==> src/rtl/riscv_pkg.sv <==
// Shared constants for the RISC-V commit-trace monitor: widths, halt
// instructions, halt-cause codes and monitor FSM state encodings.
package riscv_pkg;

  localparam int XLEN = 32;

  localparam logic [31:0] INSTR_ECALL  = 32'h0000_0073;
  localparam logic [31:0] INSTR_EBREAK = 32'h0010_0073;

  localparam logic [1:0] CAUSE_NONE    = 2'd0;
  localparam logic [1:0] CAUSE_ECALL   = 2'd1;
  localparam logic [1:0] CAUSE_LOOP    = 2'd2;
  localparam logic [1:0] CAUSE_TIMEOUT = 2'd3;

  localparam logic [1:0] ST_IDLE = 2'd0;
  localparam logic [1:0] ST_RUN  = 2'd1;
  localparam logic [1:0] ST_DONE = 2'd2;

  // True for the two environment-call instructions that end a program.
  function automatic logic is_halt_instr(input logic [31:0] instr);
    return (instr == INSTR_ECALL) || (instr == INSTR_EBREAK);
  endfunction

endpackage

==> src/rtl/riscv_trace_monitor_if.sv <==
// Commit stream from the core plus the trace read-out port (pop / oldest entry).
interface riscv_trace_monitor_if #(
  parameter int XLEN = riscv_pkg::XLEN
);
  import riscv_pkg::*;

  logic            commit_valid;
  logic [XLEN-1:0] commit_pc;
  logic [31:0]     commit_instr;
  logic            commit_rd_we;
  logic [4:0]      commit_rd;
  logic [XLEN-1:0] commit_rd_data;
  logic            pop;
  logic            out_valid;
  logic [XLEN-1:0] out_pc;
  logic [31:0]     out_instr;
  logic            out_rd_we;
  logic [4:0]      out_rd;
  logic [XLEN-1:0] out_rd_data;

  // Master: the core/bench side that retires instructions and drains the trace.
  modport master (
    output commit_valid, commit_pc, commit_instr, commit_rd_we, commit_rd, commit_rd_data, pop,
    input  out_valid, out_pc, out_instr, out_rd_we, out_rd, out_rd_data
  );

  // Slave: the monitor itself.
  modport slave (
    input  commit_valid, commit_pc, commit_instr, commit_rd_we, commit_rd, commit_rd_data, pop,
    output out_valid, out_pc, out_instr, out_rd_we, out_rd, out_rd_data
  );
endinterface

==> src/rtl/riscv_trace_monitor_fifo.sv <==
// Circular trace buffer: overwrite-oldest on full, combinational head read,
// simultaneous push/pop, synchronous clear for re-arming.
module trace_fifo import riscv_pkg::*; #(
  parameter int DEPTH = 16,
  parameter int W     = 8
) (
  input  logic                   clk,
  input  logic                   reset,
  input  logic                   clear,
  input  logic                   push,
  input  logic                   pop,
  input  logic [W-1:0]           wdata,
  output logic [W-1:0]           rdata,
  output logic                   valid,
  output logic [$clog2(DEPTH):0] count,
  output logic                   overflow
);
  localparam int AW = $clog2(DEPTH);
  localparam logic [AW:0] FULL_CNT = DEPTH[AW:0];

  logic [W-1:0]  mem_q [DEPTH];
  logic [AW-1:0] head_q, head_d, tail_q, tail_d;
  logic [AW:0]   count_q, count_d;
  logic          overflow_q, overflow_d;
  logic          full, do_pop;

  // Pointer/count update; a push into a full buffer without a pop drops the oldest entry.
  always_comb begin
    full       = (count_q == FULL_CNT);
    do_pop     = pop && (count_q != '0);
    head_d     = head_q;
    tail_d     = tail_q;
    count_d    = count_q;
    overflow_d = overflow_q;
    if (clear) begin
      head_d     = '0;
      tail_d     = '0;
      count_d    = '0;
      overflow_d = 1'b0;
    end else begin
      if (push) tail_d = tail_q + 1'b1;
      if (do_pop || (push && full)) head_d = head_q + 1'b1;
      if (push && full && !do_pop) overflow_d = 1'b1;
      if (push && !do_pop && !full) count_d = count_q + 1'b1;
      else if (!push && do_pop) count_d = count_q - 1'b1;
    end
  end

  // Storage write; contents need no reset because count gates visibility.
  always_ff @(posedge clk) begin
    if (push && !clear) mem_q[tail_q] <= wdata;
  end

  // Pointer, count and sticky overflow registers.
  always_ff @(posedge clk) begin
    if (reset) begin
      head_q     <= '0;
      tail_q     <= '0;
      count_q    <= '0;
      overflow_q <= 1'b0;
    end else begin
      head_q     <= head_d;
      tail_q     <= tail_d;
      count_q    <= count_d;
      overflow_q <= overflow_d;
    end
  end

  assign valid    = (count_q != '0);
  assign rdata    = valid ? mem_q[head_q] : '0;
  assign count    = count_q;
  assign overflow = overflow_q;
endmodule

==> src/rtl/riscv_trace_monitor.sv <==
// Commit-trace monitor: records retired instructions, detects program end
// (ECALL/EBREAK, self-loop, timeout) and counts RUN cycles and retirements.
module riscv_trace_monitor import riscv_pkg::*; #(
  parameter int XLEN           = riscv_pkg::XLEN,
  parameter int DEPTH          = 16,
  parameter int HALT_REPEAT    = 2,
  parameter int TIMEOUT_CYCLES = 1024
) (
  input  logic                   clk,
  input  logic                   reset,
  input  logic                   enable,
  riscv_trace_monitor_if.slave   mon,
  output logic [$clog2(DEPTH):0] count,
  output logic                   overflow,
  output logic                   halted,
  output logic [1:0]             halt_cause,
  output logic [31:0]            cycle_count,
  output logic [31:0]            retire_count
);
  localparam int EW = XLEN + 32 + 1 + 5 + XLEN;
  localparam int RW = $clog2(HALT_REPEAT + 1);
  localparam int IW = $clog2(TIMEOUT_CYCLES + 1);
  localparam logic [RW-1:0] REP_LIMIT = RW'(HALT_REPEAT);
  localparam logic [IW-1:0] IDLE_LIMIT = IW'(TIMEOUT_CYCLES);

  logic [1:0]      state_q, state_d;
  logic [1:0]      cause_q, cause_d;
  logic [31:0]     cycle_q, cycle_d;
  logic [31:0]     retire_q, retire_d;
  logic [IW-1:0]   idle_q, idle_d;
  logic [XLEN-1:0] last_pc_q, last_pc_d;
  logic            last_valid_q, last_valid_d;
  logic [RW-1:0]   rep_q, rep_d;
  logic            fifo_clear, fifo_push;
  logic [EW-1:0]   fifo_wdata, fifo_rdata;

  // FSM, counters and halt detection (priority ECALL/EBREAK > self-loop > timeout).
  always_comb begin
    state_d      = state_q;
    cause_d      = cause_q;
    cycle_d      = cycle_q;
    retire_d     = retire_q;
    idle_d       = idle_q;
    last_pc_d    = last_pc_q;
    last_valid_d = last_valid_q;
    rep_d        = rep_q;
    fifo_clear   = 1'b0;
    fifo_push    = 1'b0;
    case (state_q)
      ST_IDLE: begin
        if (enable) begin
          state_d      = ST_RUN;
          fifo_clear   = 1'b1;
          cause_d      = CAUSE_NONE;
          cycle_d      = '0;
          retire_d     = '0;
          idle_d       = '0;
          last_valid_d = 1'b0;
          rep_d        = '0;
        end
      end
      ST_RUN: begin
        if (!enable) begin
          state_d = ST_IDLE;
        end else begin
          cycle_d = cycle_q + 32'd1;
          if (mon.commit_valid) begin
            fifo_push    = 1'b1;
            retire_d     = retire_q + 32'd1;
            idle_d       = '0;
            last_pc_d    = mon.commit_pc;
            last_valid_d = 1'b1;
            rep_d        = (last_valid_q && mon.commit_pc == last_pc_q) ? rep_q + 1'b1 : RW'(1);
            if (is_halt_instr(mon.commit_instr)) begin
              state_d = ST_DONE;
              cause_d = CAUSE_ECALL;
            end else if (rep_d == REP_LIMIT) begin
              state_d = ST_DONE;
              cause_d = CAUSE_LOOP;
            end
          end else begin
            idle_d = idle_q + 1'b1;
            if (idle_d == IDLE_LIMIT) begin
              state_d = ST_DONE;
              cause_d = CAUSE_TIMEOUT;
            end
          end
        end
      end
      ST_DONE: begin
        if (!enable) state_d = ST_IDLE;
      end
      default: state_d = ST_IDLE;
    endcase
  end

  // State registers; reset returns everything to zero/IDLE.
  always_ff @(posedge clk) begin
    if (reset) begin
      state_q      <= ST_IDLE;
      cause_q      <= CAUSE_NONE;
      cycle_q      <= '0;
      retire_q     <= '0;
      idle_q       <= '0;
      last_pc_q    <= '0;
      last_valid_q <= 1'b0;
      rep_q        <= '0;
    end else begin
      state_q      <= state_d;
      cause_q      <= cause_d;
      cycle_q      <= cycle_d;
      retire_q     <= retire_d;
      idle_q       <= idle_d;
      last_pc_q    <= last_pc_d;
      last_valid_q <= last_valid_d;
      rep_q        <= rep_d;
    end
  end

  // Writes to x0 are architecturally dropped, so the trace records them as no-write.
  assign fifo_wdata = {mon.commit_pc, mon.commit_instr,
                       mon.commit_rd_we && (mon.commit_rd != 5'd0),
                       mon.commit_rd, mon.commit_rd_data};

  trace_fifo #(.DEPTH(DEPTH), .W(EW)) u_fifo (
    .clk      (clk),
    .reset    (reset),
    .clear    (fifo_clear),
    .push     (fifo_push),
    .pop      (mon.pop),
    .wdata    (fifo_wdata),
    .rdata    (fifo_rdata),
    .valid    (mon.out_valid),
    .count    (count),
    .overflow (overflow)
  );

  assign {mon.out_pc, mon.out_instr, mon.out_rd_we, mon.out_rd, mon.out_rd_data} = fifo_rdata;
  assign halted       = (state_q == ST_DONE);
  assign halt_cause   = cause_q;
  assign cycle_count  = cycle_q;
  assign retire_count = retire_q;
endmodule
==> src/flat_wrapper.sv <==
// flat-port wrapper written by rule: the top's interface ports become plain ports
module riscv_trace_monitor_flat import riscv_pkg::*;
#(
  parameter int XLEN           = riscv_pkg::XLEN,
  parameter int DEPTH          = 16,
  parameter int HALT_REPEAT    = 2,
  parameter int TIMEOUT_CYCLES = 1024
)
  (clk, reset, enable, count, overflow, halted, halt_cause, cycle_count, retire_count, mon_commit_valid, mon_commit_pc, mon_commit_instr, mon_commit_rd_we, mon_commit_rd, mon_commit_rd_data, mon_pop, mon_out_valid, mon_out_pc, mon_out_instr, mon_out_rd_we, mon_out_rd, mon_out_rd_data);
  riscv_trace_monitor_if #(.XLEN(XLEN)) mon_i ();
  input  logic clk;
  input  logic reset;
  input  logic enable;
  output logic [$clog2(DEPTH):0] count;
  output logic overflow;
  output logic halted;
  output logic [1:0] halt_cause;
  output logic [31:0] cycle_count;
  output logic [31:0] retire_count;
  input wire logic [$bits(mon_i.commit_valid)-1:0] mon_commit_valid;
  input wire logic [$bits(mon_i.commit_pc)-1:0] mon_commit_pc;
  input wire logic [$bits(mon_i.commit_instr)-1:0] mon_commit_instr;
  input wire logic [$bits(mon_i.commit_rd_we)-1:0] mon_commit_rd_we;
  input wire logic [$bits(mon_i.commit_rd)-1:0] mon_commit_rd;
  input wire logic [$bits(mon_i.commit_rd_data)-1:0] mon_commit_rd_data;
  input wire logic [$bits(mon_i.pop)-1:0] mon_pop;
  output wire logic [$bits(mon_i.out_valid)-1:0] mon_out_valid;
  output wire logic [$bits(mon_i.out_pc)-1:0] mon_out_pc;
  output wire logic [$bits(mon_i.out_instr)-1:0] mon_out_instr;
  output wire logic [$bits(mon_i.out_rd_we)-1:0] mon_out_rd_we;
  output wire logic [$bits(mon_i.out_rd)-1:0] mon_out_rd;
  output wire logic [$bits(mon_i.out_rd_data)-1:0] mon_out_rd_data;
  assign mon_i.commit_valid = mon_commit_valid;
  assign mon_i.commit_pc = mon_commit_pc;
  assign mon_i.commit_instr = mon_commit_instr;
  assign mon_i.commit_rd_we = mon_commit_rd_we;
  assign mon_i.commit_rd = mon_commit_rd;
  assign mon_i.commit_rd_data = mon_commit_rd_data;
  assign mon_i.pop = mon_pop;
  assign mon_out_valid = mon_i.out_valid;
  assign mon_out_pc = mon_i.out_pc;
  assign mon_out_instr = mon_i.out_instr;
  assign mon_out_rd_we = mon_i.out_rd_we;
  assign mon_out_rd = mon_i.out_rd;
  assign mon_out_rd_data = mon_i.out_rd_data;
  riscv_trace_monitor #(.XLEN(XLEN), .DEPTH(DEPTH), .HALT_REPEAT(HALT_REPEAT), .TIMEOUT_CYCLES(TIMEOUT_CYCLES)) u_core (.clk(clk), .reset(reset), .enable(enable), .mon(mon_i), .count(count), .overflow(overflow), .halted(halted), .halt_cause(halt_cause), .cycle_count(cycle_count), .retire_count(retire_count));
endmodule
==> config.mk <==
export PLATFORM = sky130hd
export DESIGN_NAME = riscv_trace_monitor_flat
export DESIGN_NICKNAME = d
export VERILOG_FILES = /design/src/rtl/riscv_pkg.sv /design/src/rtl/riscv_trace_monitor_if.sv /design/src/rtl/riscv_trace_monitor_fifo.sv /design/src/rtl/riscv_trace_monitor.sv /design/src/flat_wrapper.sv
export SDC_FILE = /design/constraint.sdc
export NUM_CORES = 2
export LEC_CHECK = 0
export CELL_PAD_IN_SITES_DETAIL_PLACEMENT = 0
export CELL_PAD_IN_SITES_GLOBAL_PLACEMENT = 2
export CORE_UTILIZATION = 50
export CTS_BUF_LIST = sky130_fd_sc_hd__clkbuf_4 sky130_fd_sc_hd__clkbuf_8
export CTS_CLUSTER_DIAMETER = 120
export DETAILED_ROUTE_END_ITERATION = 8
export GPL_TIMING_DRIVEN = 0
export PLACE_DENSITY_LB_ADDON = 0.1
export SLEW_MARGIN = 20
export SYNTH_ARGS = -nofsm -noshare
export SYNTH_HDL_FRONTEND = slang
export SYNTH_SLANG_ARGS = --single-unit
==> constraint.sdc <==
create_clock -name clk -period 13 [get_ports clk]
set_clock_uncertainty 0.05 [all_clocks]
set_input_delay 2.6 -clock clk [delete_from_list [all_inputs] [get_ports clk]]
set_output_delay 2.6 -clock clk [all_outputs]
set_load 0.01 [all_outputs]
# == Word level (Yosys, flattened, before mapping) ==
# Memories as Yosys holds them, arrays and structs flattened. A register that Yosys moved wholly into a read port is not among the register bits.
# Cells that the tools add are included.
# W data, S select, Z words.
# op_classes
n_reduce_logical,26
add_sub_neg,8
multipliers,0
bitwise,0
div_mod_pow,0
eq_ne,16
n_shift,0
order_cmp,0
n_mux,44
# op_table
operator,n
$mux W32,4
$pmux W32 S2,2
$mux W102,1
$add A32 B1 Y32 const B,2
$mux W11,3
$eq A32 B21 Y1 const B,1
$eq A32 B32 Y1,1
$eq A32 B7 Y1 const B,1
$mux W2,15
$pmux W11 S2,1
$add A11 B1 Y11 const B,1
$eq A11 B11 Y1 const B,1
$mux W1,10
$mux W5,2
$reduce_bool A5 Y1,2
$logic_and A1 B1 Y1,9
$add A4 B1 Y4 const B,2
$mux W4,2
$ne A2 B2 Y1 const B,4
$pmux W2 S2,2
$reduce_and A4 Y1,2
$pmux W2 S3,1
$reduce_and A3 Y1,2
$add A5 B1 Y5 const B,1
16 further kinds,22
# word_totals
latchBits,0
mem_count,1
ram_bits,1632
output_inout_bits,176
mem_bits_ro,0
in_bits,107
word_cells,107
reg_bits,128
# mem_list
memory,words,word_bits,rd,rd_ports_with_merged_regs,wr,line,text
u_core.u_fifo.mem_q,16,102,1,1,1,riscv_trace_monitor_fifo.sv:21,logic [W-1:0] mem_q [DEPTH];

# == Logic depth before layout (Yosys ltp) ==
# depth
ltp_word,9
ltp_mapped,11
ltp_nobuf,10

# == Cells and area by module ==
# From an unflattened synthesis, not the netlist that was laid out.
# unflattened
cells_unflattened,3423
hier_area_um2,69013.7
# by_module_without_submodules
module,cells_per_inst,n_inst,seq_area_each_um2,area_each_um2
trace_fifo,2694,1,49367.3,63248.2
riscv_trace_monitor,729,1,2282.2,5765.5

# == Worst setup path after synthesis ==
# No wires, ideal clock.
# synth_timing
kind,input to register
startpoint,input mon_commit_valid
endpoint,"memory u_core.u_fifo.mem_q[3][0] (netlist bit), enable pin"
setup_ns,0.688
t_required_ns,12.262
slack_ns,1.638
n_path_buf,3
t_arrival_ns,10.625
path_stages,6
cell_sequence,clkbuf_1 > and4b_1 > clkbuf_1 > clkbuf_1 > nand2_1 > nor3_1
# synth_between
elab_chain_len,6
# synth_rtl
item,line,text
start: declaration,flat_wrapper.sv:20,input wire logic [$bits(mon_i.commit_valid)-1:0] mon_commit_valid;
$mux W1,riscv_trace_monitor.sv:67,if (mon.commit_valid) begin
$mux W1,riscv_trace_monitor.sv:63,if (!enable) begin
$mux W1,riscv_trace_monitor.sv:49,case (state_q)
$logic_and A1 B1 Y1,riscv_trace_monitor_fifo.sv:51,if (push && !clear) mem_q[tail_q] <= wdata;
$mux W1,riscv_trace_monitor_fifo.sv:51,
$mux W1 (not written as such),riscv_trace_monitor_fifo.sv:51,
end: declaration,riscv_trace_monitor_fifo.sv:21,
# Every way passes these cells.

==> flow_metrics.py <==
metrics = {
    "status": {
        "status": "finished clean",
    },
    "clock_tree": {
        "cts_tree": "yes",
        "clk_pin_slew_ps": 60,
        "cts_made_buffers": 302,
        "cts_setup_buffers": 0,
        "insertion_delay_ps": 1010,
        "cts_resized": 0,
        "hold_buffers": 0,
        "cts_buffer_depth": 4,
        "cts_root_buffer": "clkbuf_8",
        "cts_max_level": 5,
        "cts_sinks": 1764,
    },
    "run": {
        "drv_cap": 0,
    },
    "global_route": {
        "grt-ovfl-total": 0,
        "antenna_found_initial": 20,
        "grt_pass1_vias": 37330,
        "grt_first_pass_wirelength_mm": 256.1,
        "grt_usage": 0.2625,
        "grt_max_degree": 20,
    },
    "timing": {
        "fin_crit_ps": 7665,
        "rsz0062_at_grt": "false",
        "slew_violations": 0,
        "tightest_slew_ps": 1062,
        "max_freq_ghz": 0.1305,
        "timing.setup.tns_ps": 0,
        "period_share": 0.5896,
        "hold_viol_final": 0,
        "setup_viol": 0,
        "slew_headroom": 0.2918,
    },
    "setup_path": {
        "crit_buf_inv": 4,
        "reg2reg_setup_slack_ps": 8270,
        "r2r_end": "u_core.u_fifo.mem_q[3][54]$_DFFE_PP_",
        "slowest_stage": "clkbuf_1",
        "worstSetupEndpointType": "primary output",
        "crit_required_ps": 10350,
        "rr_worst_depth": 12,
        "critPathLaunchType": "flop",
        "crit_chain": "clkbuf_2 -> clkbuf_2 -> clkbuf_1 -> mux4_2 -> mux4_2 -> nor2b_1 -> clkdlybuf4s50_1",
        "crit_type": "flop to primary output",
        "timing.rr.start": "u_core.state_q[0]$_SDFFE_PP0P_",
        "cp_max_fo": 10,
        "cp_top_family": "buffers and inverters",
        "slowest_delay_ps": 740,
        "cp.arrival_ps": 5010,
    },
    "yosys": {
        "netlist_instances": 3211,
        "synth_ff_type": "edfxtp_1",
        "ys_types": 65,
        "synth_edf_count": 1632,
        "synthesis.area_um2": 68230,
        "synth_warnings": 0,
        "synth_nets": 3330,
        "async_flop_share": 0,
        "ys_seq_area_frac": 0.7570,
        "postSynthRegisterBits": 1764,
        "avgSynthCellArea_um2": 21.25,
    },
    "floorplan": {
        "coreArea_um2": 135500,
        "dieArea_um2": 137900,
        "initial_utilization": 0.5036,
        "rows": 135,
        "die_w_um": 371.4,
        "io_pins": 283,
        "dieHeight_um": 371.4,
    },
    "hold_path": {
        "whs_endpoint": "u_core.last_pc_q[6]$_SDFFE_PP0P_",
        "hold_depth": 2,
        "min_path_type": "flop to flop",
        "min-delay-start": "u_core.last_pc_q[6]$_SDFFE_PP0P_",
    },
    "route": {
        "wl_per_cell_um": 30.09,
        "route.vias.total": 35970,
        "first_pass_iters": 6,
        "remaining_drc_errors": 0,
        "vias_per_cell": 6.043,
        "antenna_left": 0,
        "wirelength_mm": 179.1,
        "drtIter0Drc": 3689,
    },
    "final_layout": {
        "fin_nets": 4077,
        "synthToLayoutAreaGrowth_pct": 19.84,
        "drive_gt1_frac": 0.2895,
        "stdcell_count": 5953,
    },
    "placed_design": {
        "dp_cells": 5432,
        "portBuffers": 281,
        "dp_hpwl_mm": 116.0,
        "place_congestion": 0.8099,
    },
    "pwr": {
        "cellPowerDensity_nw_per_um2": 151.4,
        "leakage_uw": 0.02526,
        "p_total_uw": 12380,
        "ir_drop_mv": 0.1053,
    },
}
## layout by cell type (no fill, tap or decap), types with 83 or more instances in the layout
master and count:
edfxtp_1 1632, mux4_2 510, clkbuf_8 308, clkdlybuf4s50_1 281
dfxtp_1 132, nand2_1 117, nor2b_1 108, clkbuf_1 104
clkbuf_4 102, nor2_1 87, a21oi_1 83
## through the flow
stage,util,setup slack [ps],hold slack (ps),instance area (um2)
floorplan,-,1638,390.7,68230
global placement,0.5409,-9401,400.2,73270
detailed placement,0.5614,5743,408.2,76060
CTS,0.6029,5247,416.6,81680
global route,0.6035,5274,432.9,81750
finish,0.6035,5335,416.0,81760
## sequential cells by signal, summed over array words and instances (netlist names), named ones only
register / cells
u_core.cycle_count: 32
u_core.halt_cause: 2
u_core.idle_q: 11
u_core.last_pc_q: 32
u_core.last_valid_q: 1
u_core.rep_q: 2
u_core.retire_count: 32
u_core.state_q: 2
u_core.u_fifo.count: 5
u_core.u_fifo.head_q: 4
u_core.u_fifo.mem_q: 1632
u_core.u_fifo.overflow: 1
u_core.u_fifo.tail_q: 4
## worst max-delay path by stage
stage                                            to  slack, ps  depth (start not counted)
6_report                             mon_out_pc[28]       5340                          7
5_1_grt                              mon_out_pc[28]       5270                          7
4_1_cts                              mon_out_pc[17]       5250                          7
3_5_place_dp   u_core.u_fifo.mem_q[3][55]$_DFFE_PP_       5740                         12
3_3_place_gp   u_core.u_fifo.mem_q[3][55]$_DFFE_PP_      -9400                          6
2_1_floorplan   u_core.u_fifo.mem_q[3][0]$_DFFE_PP_       1640                          6
## where the power goes
group	internal, uW	leakage [uW]	total, uW	switching (uW)
Clock	2600	0.00298	4750	2150
Combinational	658	0.00654	1410	750
Sequential	6210	0.0157	6220	9.66
Total	9470	0.0253	12400	2910
## cell type report
cell class                 instances  area, um2
fill                            9616      53710
multi-input combinational       1265      15990
clock buffer                     410       5005
tap                             1781       2228
antenna                            6      15.01
sequential                      1764      51650
timing repair buffer             443       5507
inverter                          15      56.30
buffer                           167      691.9
clock inverter                   102      613.1
## synthesized netlist by cell type (7+ instances only)
cell      instances  area [um2]
nand3_1          33       165.2
and3_1           11       68.82
nand4_1          25       156.4
a311oi_1         15       131.4
xor2_1           41       359.1
nor4_1           19       118.9
a211oi_1          8       60.06
mux4_2          510       11490
dfxtp_1         132        2643
inv_1            14       52.55
edfxtp_1       1632       49010
xnor2_1          14       122.6
a21o_1            7       52.55
clkbuf_1        118       442.9
nor2_1          100       375.4
o21ai_0          40       200.2
buf_1            31       116.4
nor2b_1         108       675.7
nand2b_1          7       43.79
buf_2            18       90.09
nand2_1         117       439.2
a21oi_1          83       415.4
a31oi_1          13       81.33
nor3_1           25       125.1
ha_1             11       137.6
## worst min-delay path, delay by kind of cell (launching register included)
kind	cells	cell delay (ps)
AOI/OAI and AO/OA	1	50
and+or+nand+nor	1	50
DFF	1	310
## routing by layer
metal,part of all wire,wire length [um],track usage,vias to the layer above
li1,-,-,-,14950
met1,0.41,72590,0.3621,19140
met2,0.50,88790,0.4271,1567
met3,0.076,13680,0.05536,295
met4,0.022,3861,0.07188,28
met5,0.0010,184,0,-
## cells by family after synthesis
| family | synth area share |
|---|---|
| XOR/XNOR | 0.007060 |
| flip-flops | 0.7570 |
| adder cells (fa/ha/maj) | 0.002311 |
| AND/OR/NAND/NOR | 0.03710 |
| AO/OA/AOI/OAI | 0.01722 |
| buffers and inverters | 0.01034 |
| multiplexers | 0.1689 |
Power figures use the tool's default switching activity.
